$ cat src/rtl/keypad_pkg.sv
// Shared keypad constants, scan FSM state type and key-code helpers used by
// the scan controller, its column synchronizer and the bus interface.
package keypad_pkg;

    localparam int NUM_ROWS = 4;
    localparam int NUM_COLS = 4;
    localparam int KEY_W    = NUM_ROWS * NUM_COLS;

    typedef enum logic [1:0] {
        SCAN       = 2'd0,
        PRESS_DB   = 2'd1,
        HELD       = 2'd2,
        RELEASE_DB = 2'd3
    } scan_state_t;

    // One-hot key code: bit index = row * NUM_COLS + col.
    function automatic logic [KEY_W-1:0] key_onehot(input logic [1:0] row, input logic [1:0] col);
        logic [KEY_W-1:0] v;
        v = {KEY_W{1'b0}};
        v[{row, col}] = 1'b1;
        return v;
    endfunction

    // Active-low pattern with only line 'idx' pulled low; used both for the
    // row drive and for recognising an exclusively-low column.
    function automatic logic [3:0] low_pattern(input logic [1:0] idx);
        return ~(4'b0001 << idx);
    endfunction

endpackage

$ cat src/rtl/keypad_scan_ctrl_if.sv
// Keypad bus: column sense from the matrix, row drive back to it, and the
// accepted-key outputs that feed the keypress storage block directly.
interface keypad_scan_ctrl_if;
    import keypad_pkg::*;

    logic [NUM_COLS-1:0] col_in;
    logic [NUM_ROWS-1:0] row_out;
    logic                new_key;
    logic [KEY_W-1:0]    key_pressed_value;

    // Controller side
    modport master (
        input  col_in,
        output row_out,
        output new_key,
        output key_pressed_value
    );

    // Keypad / consumer side
    modport slave (
        output col_in,
        input  row_out,
        input  new_key,
        input  key_pressed_value
    );
endinterface

$ cat src/rtl/col_sync.sv
// Two-flop synchronizer for the asynchronous keypad columns. Flops reset to
// all-high (no key pressed) so the scanner sees an idle keypad after reset.
module col_sync
    import keypad_pkg::*;
(
    input  logic                clk_i,
    input  logic                reset_i,
    input  logic [NUM_COLS-1:0] col_i,
    output logic [NUM_COLS-1:0] col_o
);

    logic [NUM_COLS-1:0] meta_q;
    logic [NUM_COLS-1:0] sync_q;

    // Two-stage resynchronisation of the column lines into the clk domain.
    always_ff @(posedge clk_i) begin
        if (reset_i) begin
            meta_q <= 4'b1111;
            sync_q <= 4'b1111;
        end else begin
            meta_q <= col_i;
            sync_q <= meta_q;
        end
    end

    assign col_o = sync_q;

endmodule

$ cat src/rtl/keypad_scan_ctrl.sv
// 4x4 keypad scanner with press/release debounce.
// Drives one row low at a time, latches a single-key hit, debounces it, pulses
// new_key with the one-hot key code, then waits for a debounced release.
// Optional build macro KEYPAD_COL_SYNC_EN inserts a two-flop synchronizer on
// the column inputs (2 cycles of extra latency); without it col_in is used raw.
module keypad_scan_ctrl
    import keypad_pkg::*;
#(
    parameter int SCAN_CYCLES     = 1000,
    parameter int DEBOUNCE_CYCLES = 50000
) (
    input  logic               clk,
    input  logic               reset,
    keypad_scan_ctrl_if.master kp
);

    localparam int SCAN_CW = $clog2(SCAN_CYCLES) + 1;
    localparam int DEB_CW  = $clog2(DEBOUNCE_CYCLES) + 1;

    scan_state_t          state_q;
    logic [1:0]           row_q;
    logic [1:0]           col_q;
    logic [SCAN_CW-1:0]   scan_cnt_q;
    logic [DEB_CW-1:0]    deb_cnt_q;
    logic [NUM_ROWS-1:0]  row_out_q;
    logic                 new_key_q;
    logic [KEY_W-1:0]     key_val_q;

    logic [NUM_COLS-1:0]  col_s;
    logic                 single_low_s;
    logic [1:0]           low_col_s;
    logic                 scan_done_s;
    logic                 deb_done_s;
    logic                 col_excl_s;
    logic                 all_high_s;

`ifdef KEYPAD_COL_SYNC_EN
    col_sync u_col_sync (
        .clk_i   (clk),
        .reset_i (reset),
        .col_i   (kp.col_in),
        .col_o   (col_s)
    );
`else
    assign col_s = kp.col_in;
`endif

    assign scan_done_s = (scan_cnt_q == SCAN_CW'(SCAN_CYCLES - 1));
    assign deb_done_s  = (deb_cnt_q == DEB_CW'(DEBOUNCE_CYCLES - 1));
    assign col_excl_s  = (col_s == low_pattern(col_q));
    assign all_high_s  = (col_s == 4'b1111);

    // Decode a sampled column word into "exactly one low" plus its index.
    always_comb begin
        single_low_s = 1'b0;
        low_col_s    = 2'd0;
        case (col_s)
            4'b1110: begin single_low_s = 1'b1; low_col_s = 2'd0; end
            4'b1101: begin single_low_s = 1'b1; low_col_s = 2'd1; end
            4'b1011: begin single_low_s = 1'b1; low_col_s = 2'd2; end
            4'b0111: begin single_low_s = 1'b1; low_col_s = 2'd3; end
            default: begin single_low_s = 1'b0; low_col_s = 2'd0; end
        endcase
    end

    // Scan/debounce FSM; all outputs are registered here. Counters are cleared
    // on every state change and stop at their terminal value, so they never wrap.
    always_ff @(posedge clk) begin
        if (reset) begin
            state_q    <= SCAN;
            row_q      <= 2'd0;
            col_q      <= 2'd0;
            scan_cnt_q <= {SCAN_CW{1'b0}};
            deb_cnt_q  <= {DEB_CW{1'b0}};
            row_out_q  <= 4'b1110;
            new_key_q  <= 1'b0;
            key_val_q  <= {KEY_W{1'b0}};
        end else begin
            new_key_q <= 1'b0;
            case (state_q)
                SCAN: begin
                    if (scan_done_s) begin
                        scan_cnt_q <= {SCAN_CW{1'b0}};
                        deb_cnt_q  <= {DEB_CW{1'b0}};
                        if (single_low_s) begin
                            // Row drive stays frozen on the hit row.
                            state_q <= PRESS_DB;
                            col_q   <= low_col_s;
                        end else begin
                            row_q     <= row_q + 2'd1;
                            row_out_q <= low_pattern(row_q + 2'd1);
                        end
                    end else begin
                        scan_cnt_q <= scan_cnt_q + SCAN_CW'(1);
                    end
                end
                PRESS_DB: begin
                    if (col_excl_s) begin
                        if (deb_done_s) begin
                            state_q   <= HELD;
                            deb_cnt_q <= {DEB_CW{1'b0}};
                            new_key_q <= 1'b1;
                            key_val_q <= key_onehot(row_q, col_q);
                        end else begin
                            deb_cnt_q <= deb_cnt_q + DEB_CW'(1);
                        end
                    end else begin
                        // Bounce or extra key: give up and resume at the next row.
                        state_q    <= SCAN;
                        row_q      <= row_q + 2'd1;
                        row_out_q  <= low_pattern(row_q + 2'd1);
                        scan_cnt_q <= {SCAN_CW{1'b0}};
                        deb_cnt_q  <= {DEB_CW{1'b0}};
                    end
                end
                HELD: begin
                    if (all_high_s) begin
                        state_q   <= RELEASE_DB;
                        deb_cnt_q <= {DEB_CW{1'b0}};
                    end else begin
                        state_q <= HELD;
                    end
                end
                RELEASE_DB: begin
                    if (!all_high_s) begin
                        state_q   <= HELD;
                        deb_cnt_q <= {DEB_CW{1'b0}};
                    end else if (deb_done_s) begin
                        state_q    <= SCAN;
                        row_q      <= 2'd0;
                        row_out_q  <= 4'b1110;
                        scan_cnt_q <= {SCAN_CW{1'b0}};
                        deb_cnt_q  <= {DEB_CW{1'b0}};
                    end else begin
                        deb_cnt_q <= deb_cnt_q + DEB_CW'(1);
                    end
                end
                default: begin
                    state_q    <= SCAN;
                    row_q      <= 2'd0;
                    row_out_q  <= 4'b1110;
                    scan_cnt_q <= {SCAN_CW{1'b0}};
                    deb_cnt_q  <= {DEB_CW{1'b0}};
                end
            endcase
        end
    end

    assign kp.row_out           = row_out_q;
    assign kp.new_key           = new_key_q;
    assign kp.key_pressed_value = key_val_q;

endmodule

$ cat src/flat_wrapper.sv
// flat-port wrapper written by rule: the top's interface ports become plain ports
module keypad_scan_ctrl_flat import keypad_pkg::*;
#(
    parameter int SCAN_CYCLES     = 1000,
    parameter int DEBOUNCE_CYCLES = 50000
)
  (clk, reset, kp_col_in, kp_row_out, kp_new_key, kp_key_pressed_value);
  keypad_scan_ctrl_if kp_i ();
  input  logic clk;
  input  logic reset;
  input wire logic [$bits(kp_i.col_in)-1:0] kp_col_in;
  output wire logic [$bits(kp_i.row_out)-1:0] kp_row_out;
  output wire logic [$bits(kp_i.new_key)-1:0] kp_new_key;
  output wire logic [$bits(kp_i.key_pressed_value)-1:0] kp_key_pressed_value;
  assign kp_i.col_in = kp_col_in;
  assign kp_row_out = kp_i.row_out;
  assign kp_new_key = kp_i.new_key;
  assign kp_key_pressed_value = kp_i.key_pressed_value;
  keypad_scan_ctrl #(.SCAN_CYCLES(SCAN_CYCLES), .DEBOUNCE_CYCLES(DEBOUNCE_CYCLES)) u_core (.clk(clk), .reset(reset), .kp(kp_i));
endmodule
$ cat config.mk
export PLATFORM = sky130hd
export DESIGN_NAME = keypad_scan_ctrl_flat
export DESIGN_NICKNAME = d
export VERILOG_FILES = /design/src/rtl/keypad_pkg.sv /design/src/rtl/keypad_scan_ctrl_if.sv /design/src/rtl/col_sync.sv /design/src/rtl/keypad_scan_ctrl.sv /design/src/flat_wrapper.sv
export SDC_FILE = /design/constraint.sdc
export NUM_CORES = 1
export LEC_CHECK = 0
export BUFFER_PORTS_ARGS = -buffer_cell sky130_fd_sc_hd__buf_2
export CAP_MARGIN = 20
export CORE_MARGIN = 4
export CORE_UTILIZATION = 51
export CTS_CLUSTER_DIAMETER = 80
export CTS_CLUSTER_SIZE = 12
export DETAILED_ROUTE_END_ITERATION = 10
export GPL_TIMING_DRIVEN = 0
export PLACE_DENSITY = 0.68
export RECOVER_POWER = 50
export SYNTH_ARGS = -nofsm -noshare
export SYNTH_HDL_FRONTEND = slang
export SYNTH_HIERARCHICAL = 1
export SYNTH_SLANG_ARGS = --single-unit
$ cat constraint.sdc
create_clock -name clk -period 2.9 [get_ports clk]
set_clock_uncertainty 0.05 [all_clocks]
set_input_delay 0.725 -clock clk [delete_from_list [all_inputs] [get_ports clk]]
set_output_delay 0.725 -clock clk [all_outputs]
set_load 0.01 [all_outputs]
==> results.py <==
metrics = {
    "grt": {
        "antenna_found_initial": 0,
        "grtUsageTotal_pct": 19.5,
        "grt_pass1_vias": 2112,
        "gr-total-overflow": 0,
        "grt_start_max_net_pins": 20,
        "grt_pass1_wl_mm": 9.92,
    },
    "drt": {
        "vias": 2304,
        "drt-pass1-iter-count": 4,
        "routed_wirelength_mm": 5.91,
        "ant_nets": 0,
        "drc_errors": 0,
        "drt_iter0_drc": 133,
        "wl_per_cell_um": 14.9,
        "routed_via_density": 5.80,
    },
    "timing": {
        "setup_violations": 0,
        "timing.hold.ws_ns": 0.439,
        "finalSetupTns_ns": 0,
        "maxSlewViolCount": 0,
        "rsz0062_at_grt": "no",
        "hold_viol_final": 0,
        "fin_crit_ns": 2.54,
        "period_share_pct": 87.5,
        "worst_pin_slew_ns": 0.739,
        "max_slew_margin_pct": 50.4,
        "fmax_mhz": 394,
    },
    "pwr": {
        "seqPwrFrac_pct": 61.3,
        "irDropWorstVdd_mv": 0.341,
        "p_switching_mw": 0.292,
        "sw_frac_of_total_pct": 23.5,
        "pwr-share-clk_pct": 35.0,
        "p_per_area_nw_per_um2": 431,
        "intPower_mw": 0.949,
        "p_leak_nw": 0.983,
        "p_comb_share_pct": 3.7,
    },
    "cts": {
        "clock_sink_count": 55,
        "cts_resized": 0,
        "cts_hold_buffers": 0,
        "clk_pin_slew_ns": 0.10,
        "cts_tree": "yes",
        "htree_levels": 2,
        "cts_buffers": 5,
        "post_cts_buffers": 0,
        "clock_latency_ns": 0.31,
        "clk_path_buf_depth": 2,
        "cts_root_buf": "clkbuf_8",
    },
    "die": {
        "die-area_sq_um": 6390,
        "rows": 25,
        "core_sq_um": 4880,
        "top_level_ports": 27,
        "die_x_um": 79.9,
        "die_h_um": 79.9,
        "initial_core_util_pct": 54.1,
    },
    "hold_path": {
        "min_from": "u_core/kp.key_pressed_value[8]",
        "holdCritPathClass": "register to register",
        "min_to": "u_core/kp.key_pressed_value[8]",
        "whs_path_depth": 1,
    },
    "logic_synthesis": {
        "synth_cells": 300,
        "syn-num-nets": 312,
        "synth_edf_count": 0,
        "synth-seq-cells": 55,
        "synth.top_cell.area_share_pct": 41.7,
        "syn-cell-area_sq_um": 2640,
        "synth_seq_area_share_pct": 41.7,
        "synth_cell_types": 58,
        "synth_ff_type": "dfxtp_1",
        "yosysTopAreaCell": "dfxtp_1",
        "syn_area_per_cell_sq_um": 8.80,
        "synth_async_sr_flop_share_pct": 0,
        "yosys_warnings": 6,
        "synthTopCellsByArea": "dfxtp_1 42%, a22o_1 6.0%, nor2_1 5.0%",
    },
    "place": {
        "port-buffer-count": 22,
        "gp_congestion": 0.844,
        "placedCellCount": 389,
        "dpl_cell_area_sq_um": 2830,
        "dp_hpwl_mm": 4.23,
    },
    "setup_path": {
        "critPathRequiredTime_ns": 3.06,
        "worstSetupStartpointType": "register",
        "crit_type": "register to register",
        "rr_startpoint": "u_core/deb_cnt_q[14]",
        "r2r_end": "u_core/scan_cnt_q[0]",
        "rr_worst_depth": 7,
        "cp_max_fo": 10,
        "end_kind": "register",
        "critPathArrivalTime_ns": 2.70,
        "reg2reg_slack_ns": 0.36,
    },
    "layout": {
        "syn_to_final_growth_pct": 9.15,
        "num_antenna_cells": 0,
        "layout_common_cells": "55 x dfxtp_1, 35 x nor2_1, 28 x clkbuf_1",
        "final_common_cell": "dfxtp_1",
        "finalNetCount": 341,
        "layoutNonFillerInstCount": 397,
        "final_area_sq_um": 2880,
        "drive_gt1_share_pct": 7.27,
    },
    "outcome": {
        "outcome": "complete, no violations",
    },
    "flow_run": {
        "drv_cap": 0,
    },
}
-- worst max path at each step --
stage | start | end | slack [ns] | cells after the start
finish | u_core/deb_cnt_q[14] | u_core/scan_cnt_q[0] | 0.36 | 7
global route | u_core/deb_cnt_q[14] | u_core/scan_cnt_q[3] | 0.14 | 7
CTS | kp_col_in[2] | u_core/kp.key_pressed_value[5] | 0.35 | 7
detailed placement | kp_col_in[2] | u_core/kp.key_pressed_value[5] | 0.04 | 7
global placement | kp_col_in[2] | u_core/kp.key_pressed_value[13] | 0.11 | 7
floorplan | kp_col_in[2] | u_core/deb_cnt_q[15] | 0.48 | 7
-- stage by stage --
stage | setup WS (ns) | util (%) | power, mW
after floorplan | 0.484 | - | 0.811
after global placement | 0.105 | 58.1 | 0.823
after detailed placement | 0.0425 | 58.1 | 0.824
after CTS | 0.351 | 60.0 | 1.26
after global routing | 0.136 | 59.0 | 1.30
final | 0.361 | 59.0 | 1.24
-- power by group through the flow --
stage | sequential [mW] | combinational, mW | clock, mW
after floorplan | 0.778 | 0.0333 | 0
after detailed placement | 0.779 | 0.0454 | 0
final | 0.761 | 0.0454 | 0.434
after global placement | 0.779 | 0.0442 | 0
after global routing | 0.762 | 0.0509 | 0.483
after CTS | 0.761 | 0.0455 | 0.456
-- Yosys cell counts (all sizes together), types with 6 or more instances --
| master | count |
|---|---|
| clkbuf | 7 |
| nand2 | 26 |
| a21oi | 15 |
| xnor2 | 8 |
| nand3 | 22 |
| a22o | 18 |
| nor3 | 7 |
| o21ai | 7 |
| dfxtp | 55 |
| nor2 | 36 |
| buf | 6 |
| inv | 7 |
| ha | 6 |
-- area by class of cell --
cell class,count,area [sq um]
clock inverter,3,25.0
timing repair buffer,22,83.8
fill,484,2000
multi-input combinational,225,1430
tap,67,83.8
sequential,55,1100
buffer,13,62.6
clock buffer,5,68.8
inverter,7,26.3
-- state kept, by name, summed over array words and instances, names as in the netlist --
name                         count
u_core/deb_cnt_q                17
u_core/col_q                     2
u_core/kp.row_out                4
u_core/kp.new_key                1
u_core/state_q                   2
u_core/kp.key_pressed_value     16
u_core/scan_cnt_q               11
u_core/row_q                     2
-- critical path, cell delays in order, from the launching register on --
cell     delay, ns
dfxtp_1       0.43
or4b_1        0.48
nor3_1        0.17
or4b_1        0.49
a21oi_1       0.33
buf_6         0.21
nor2_2        0.04
mux2_2        0.25
-- routing by layer --
| metal | global-route usage (%) | part of all wire [%] | vias to the layer above |
|---|---|---|---|
| met1 | 27.8 | 51 | 1073 |
| met5 | 0 | 0 | - |
| met2 | 28.8 | 42 | 61 |
| li1 | - | - | 1166 |
| met4 | 7.26 | 1.1 | 0 |
| met3 | 3.95 | 6.0 | 4 |
-- kinds of logic (layout without fill, tap and decap cells) --
group           after synthesis  after routing  synth area share [%]
compound gates               78             78                  22.2
xor+xnor                     12             12                  3.98
fa+ha+maj                     6              6                  2.84
buf+inv                      20             50                  3.37
flops                        55             55                  41.7
mux                           2              2                 0.806
simple gates                127            127                  25.0
(Power assumes the default switching activity.)
